[config.mk]
export PLATFORM = sky130hd
export DESIGN_NAME = pin_event_fifo
export DESIGN_NICKNAME = d
export VERILOG_FILES = /design/src/rtl/pin_event_fifo.sv
export SDC_FILE = /design/constraint.sdc
export NUM_CORES = 1
export LEC_CHECK = 0
export CAP_MARGIN = 25
export CORE_ASPECT_RATIO = 0.6
export CORE_UTILIZATION = 45
export DETAILED_ROUTE_END_ITERATION = 10
export GPL_TIMING_DRIVEN = 0
export PLACE_DENSITY = 0.68
export SLEW_MARGIN = 10
export SYNTH_ARGS = -nofsm -noshare
export SYNTH_HDL_FRONTEND = slang
export SYNTH_SLANG_ARGS = --single-unit
[constraint.sdc]
create_clock -name clk -period 12.88 [get_ports clk]
set_input_delay 3.864 -clock clk [delete_from_list [all_inputs] [get_ports clk]]
set_output_delay 3.864 -clock clk [all_outputs]
set_load 0.03 [all_outputs]
[src/rtl/pin_event_fifo.sv]
// rtl/pin_event_fifo.sv - timestamped pin-change event FIFO feeding DataSender
module pin_event_fifo #(
  parameter int PIN_WIDTH  = 8,
  parameter int TIME_WIDTH = 32,
  parameter int DEPTH_LOG2 = 4
) (
  input  logic                            clk,
  input  logic                            rst,
  input  logic [PIN_WIDTH-1:0]            pins_in,
  input  logic                            frame_done,
  output logic [TIME_WIDTH+PIN_WIDTH-1:0] data_out,
  output logic                            valid,
  output logic [DEPTH_LOG2:0]             count,
  output logic                            overflow
);

  localparam int ENTRY_WIDTH = TIME_WIDTH + PIN_WIDTH;
  localparam int DEPTH       = 1 << DEPTH_LOG2;
  localparam logic [DEPTH_LOG2:0] FULL_COUNT = DEPTH[DEPTH_LOG2:0];

  logic [TIME_WIDTH-1:0]  timestamp;
  logic [PIN_WIDTH-1:0]   prev_pins;
  logic [DEPTH_LOG2-1:0]  rd_ptr;
  logic [DEPTH_LOG2-1:0]  wr_ptr;
  logic [ENTRY_WIDTH-1:0] mem [DEPTH];

  logic change;
  logic full;
  logic pop;
  logic push;

  // A pop frees the head slot in the same edge, so a full FIFO can still take
  // an event when DataSender finishes a frame in that cycle.
  assign change = (pins_in != prev_pins);
  assign full   = (count == FULL_COUNT);
  assign pop    = frame_done && valid;
  assign push   = change && (!full || pop);

  assign valid    = (count != '0);
  assign data_out = valid ? mem[rd_ptr] : '0;

  // Free-running timestamp and previous-pin register for change detection
  always_ff @(posedge clk) begin
    if (rst) begin
      timestamp <= '0;
      prev_pins <= '0;
    end else begin
      timestamp <= timestamp + TIME_WIDTH'(1);
      prev_pins <= pins_in;
    end
  end

  // Pointer, occupancy and sticky overflow bookkeeping
  always_ff @(posedge clk) begin
    if (rst) begin
      rd_ptr   <= '0;
      wr_ptr   <= '0;
      count    <= '0;
      overflow <= 1'b0;
    end else begin
      if (pop) begin
        rd_ptr <= rd_ptr + DEPTH_LOG2'(1);
      end
      if (push) begin
        wr_ptr <= wr_ptr + DEPTH_LOG2'(1);
      end
      if (push && !pop) begin
        count <= count + (DEPTH_LOG2 + 1)'(1);
      end else if (pop && !push) begin
        count <= count - (DEPTH_LOG2 + 1)'(1);
      end
      if (change && full && !pop) begin
        overflow <= 1'b1;
      end
    end
  end

  // Event storage; contents need no reset because data_out is gated by valid
  always_ff @(posedge clk) begin
    if (!rst && push) begin
      mem[wr_ptr] <= {timestamp, pins_in};
    end
  end

endmodule

==> results of run 1 <==
## flip-flops by register name, indices dropped and copies added (netlist names), named ones only
name       flops
mem          640
rd_ptr         4
wr_ptr         4
prev_pins      8
overflow       1
count          5
timestamp     32
## where the power goes
group,internal [mW],switching [mW]
logic,0.626,0.793
registers,2.53,0.0347
clock network,1.03,0.796
## cell usage in the layout (no fill, tap or decap), types with 11 or more instances in the layout
| cell type | n |
|---|---|
| xor2_1 | 12 |
| nor2_4 | 12 |
| dfxtp_1 | 58 |
| clkbuf_16 | 61 |
| buf_2 | 22 |
| clkbuf_1 | 45 |
| buf_12 | 12 |
| mux2i_1 | 84 |
| nor2b_1 | 16 |
| nand4_1 | 11 |
| o22ai_1 | 40 |
| nor2_1 | 31 |
| xnor2_1 | 12 |
| buf_1 | 14 |
| a21oi_1 | 23 |
| mux4_2 | 160 |
| buf_4 | 19 |
| o31ai_1 | 14 |
| clkdlybuf4s50_1 | 56 |
| or4_1 | 14 |
| buf_16 | 12 |
| edfxtp_1 | 640 |
## cells by family (layout without fill, tap and decap cells)
family / after synthesis / after routing
mux: 251 / 251
compound gates: 93 / 93
buf+inv: 82 / 295
xor+xnor: 24 / 24
fa+ha+maj: 11 / 11
simple gates: 138 / 138
flops: 698 / 698
## layout make-up
| type | count | area, sq um |
|---|---|---|
| Clock buffer | 84 | 1693 |
| Clock inverter | 26 | 279.0 |
| Inverter | 9 | 33.78 |
| Tap cell | 781 | 977.2 |
| Multi-Input combinational cell | 517 | 6346 |
| Sequential cell | 698 | 20380 |
| Buffer | 73 | 356.6 |
| Timing Repair Buffer | 103 | 1316 |
| Fill cell | 4544 | 27840 |
## final timing paths
path                 start     endpoint  slack (ns)  depth (start not counted)
hold / removal    overflow     overflow        0.52                          2
hold reg to reg   overflow     overflow        0.52                          2
setup reg to reg  count[0]     count[4]        9.36                          9
setup / recovery      flop  data_out[8]        5.18                          7
## through the flow
stage | cell area (sq um) | utilization | setup WS [ns] | power [mW]
after floorplan | 27010 | - | 5.159 | 3.543
after global placement | 28540 | 0.4820 | 0.9177 | 4.011
after detailed placement | 29380 | 0.4960 | 5.271 | 4.050
after CTS | 31350 | 0.5293 | 4.693 | 5.871
after global routing | 31380 | 0.5299 | 5.044 | 6.023
final | 31380 | 0.5299 | 5.179 | 5.815
## routing by layer
layer | routed length, um | up-vias | GRT usage
met5 | 0 | - | 0
li1 | - | 5714 | -
met4 | 1292 | 0 | 0.04738
met2 | 27400 | 567 | 0.3045
met3 | 4847 | 81 | 0.03975
met1 | 27800 | 7149 | 0.3097
## worst max-delay path, stage by stage (launching register included)
cell and delay [ns]:
dfxtp_1 0.32, buf_2 0.20, buf_2 0.28, clkbuf_1 0.76
mux4_2 0.40, mux2i_1 0.09, o22ai_1 0.41, clkdlybuf4s50_1 0.77
==> impl_results.md, run 1 <==
* Simple-gate share of the synthesized area at 0.02845
* Synthesized area at 0.02701 sq mm
* Ys Warns at 0
* Vias at 13.51k
* Syn Inst Count at 1297
* Minimum clock period at around 7.7 ns
* CTS H-tree lvls at 2
* Clk sinks at 698
* Drt wl/cell at 26.77 um
* Pwr/cell area at 185.3 mW/mm^2
* Status: finished, final reports clean
* Required @ worst endpoint at 9.02 ns
* Xor and xnor area share after synthesis at 0.007784
* Post-CTS sizing at 0
* HPWL after DPL at 40040 um
* Pleak at between 9 and 10 nW
* Synth Flop Type: edfxtp_1
* Flops & latches, synth at 698
* Height of the die at 191.8 um
* Period utilization at 0.5979
* Setup TNS at 0 ns
* I/O pins at 58
* Hold_ws at about 0.52 ns
* Post-synth top area share at 0.7116
* Die Footprint at approximately 0.061 sq mm
* Library cells used by synthesis at 46
* Largest family of logic cells by synthesized area: multiplexers
* Placed insts at 2178
* Site Rows at 69
* Antenna viol nets, final at 0
* Layout cell share with drive strength beyond 1 at 0.2338
* First-pass GRT wire length at 90460 um
* DRC viols at 0
* Final-stage net count at 1484
* CTS tree: yes
* Via-to-Cell Ratio at 5.897
* Clock Tree Root: clkbuf_16
* Initial core utilization at 0.4560
* Crit path DAT at 3.84 ns
* Seq/Total Area, Yosys at 0.7546
* Syn_area_per_cell at 20.82 sq um
* Hold Crit Class: flop to flop
* Largest area contributor in the netlist: edfxtp_1
* Most instantiated library cell after synthesis: edfxtp_1
* ANT cells at 0
* Synth Area in Adders at 0.005374
* Die Width at 318.3 um
* Final GP Congestion at 0.7669
* Setup crit end kind: output port
* Clock skew at 0.01103 ns
* Post-CTS Setup Bufs at 0
* Vias in the first global route at ~14k
* Fmax at 129.9 MHz
* Post-Syn Nets at roughly 1.3k
* VDD IR max at 0.0001350 V
* Antenna violations before repair at 0
* Clk pin slew, worst setup/hold paths at 0.07 ns
* DRT Pass-1 Iters at 5
* Total GRT Usage at 0.2037
* Top post-synthesis cells by area: edfxtp_1 (71%), mux4_2 (13%), dfxtp_1 (4.3%), mux2i_1 (3.1%), o22ai_1 (0.93%)
* Count of hold-fix buffers inserted at cts at 0
* CTS max path bufs at 3
* Post-synthesis mux area share at 0.1675
* Port Buffers at 56
* Core area at 0.05922 sq mm
* Startpoint types: flop
* Cts bufs inserted at 60
* Post-Route WL at 61340 um
* Finish-stage setup viols at 0
* Setup CP Type: flop to output port
* Max Cap Violations at 0
* Max FO, Critical Path at 10
* Clk Latency, worst-skew pair at 0.61 ns
* Fin cells at 2291
* Largest net degree at the start of global routing at 25
* Number of enable flip-flop cells after synthesis at 640
* Layout Area Growth over Synthesis at 16.20%
* DRT iter0 DRCs at 1708
* Slew @ Worst Pin at 1.010 ns
* RSZ-0062 raised after global routing: false
* Post-synthesis async set-or-reset flop share at 0
* Total grt overflow at 0
* Compound-cell area share of the yosys netlist at 0.02182
* Final hold vios at 0
* Normalized max-slew margin at 0.3265
* Slew Viols, Final at 0
* Top cells by instance count after synthesis: edfxtp_1 (640), mux4_2 (160), mux2i_1 (84)
Note: power is estimated with default switching activity, not from simulation.
==> run 2: changes to the inputs <==
==> constraint.sdc (replaced) <==
create_clock -name clk -period 8.1 [get_ports clk]
set_input_delay 2.43 -clock clk [delete_from_list [all_inputs] [get_ports clk]]
set_output_delay 2.43 -clock clk [all_outputs]
set_load 0.03 [all_outputs]
==> results of run 2 <==
The final DEF is identical to that of run 1. Status: finished, final reports clean.
Main changes from that run: setup slack after placement 5.271 ns -> 1.925 ns; setup slack after layout 5.179 ns -> 1.833 ns; register-to-register setup slack 9.36 ns -> 4.58 ns; total power 5.815 mW -> 9.247 mW; worst IR drop on VDD 0.0001350 V -> 0.0002147 V
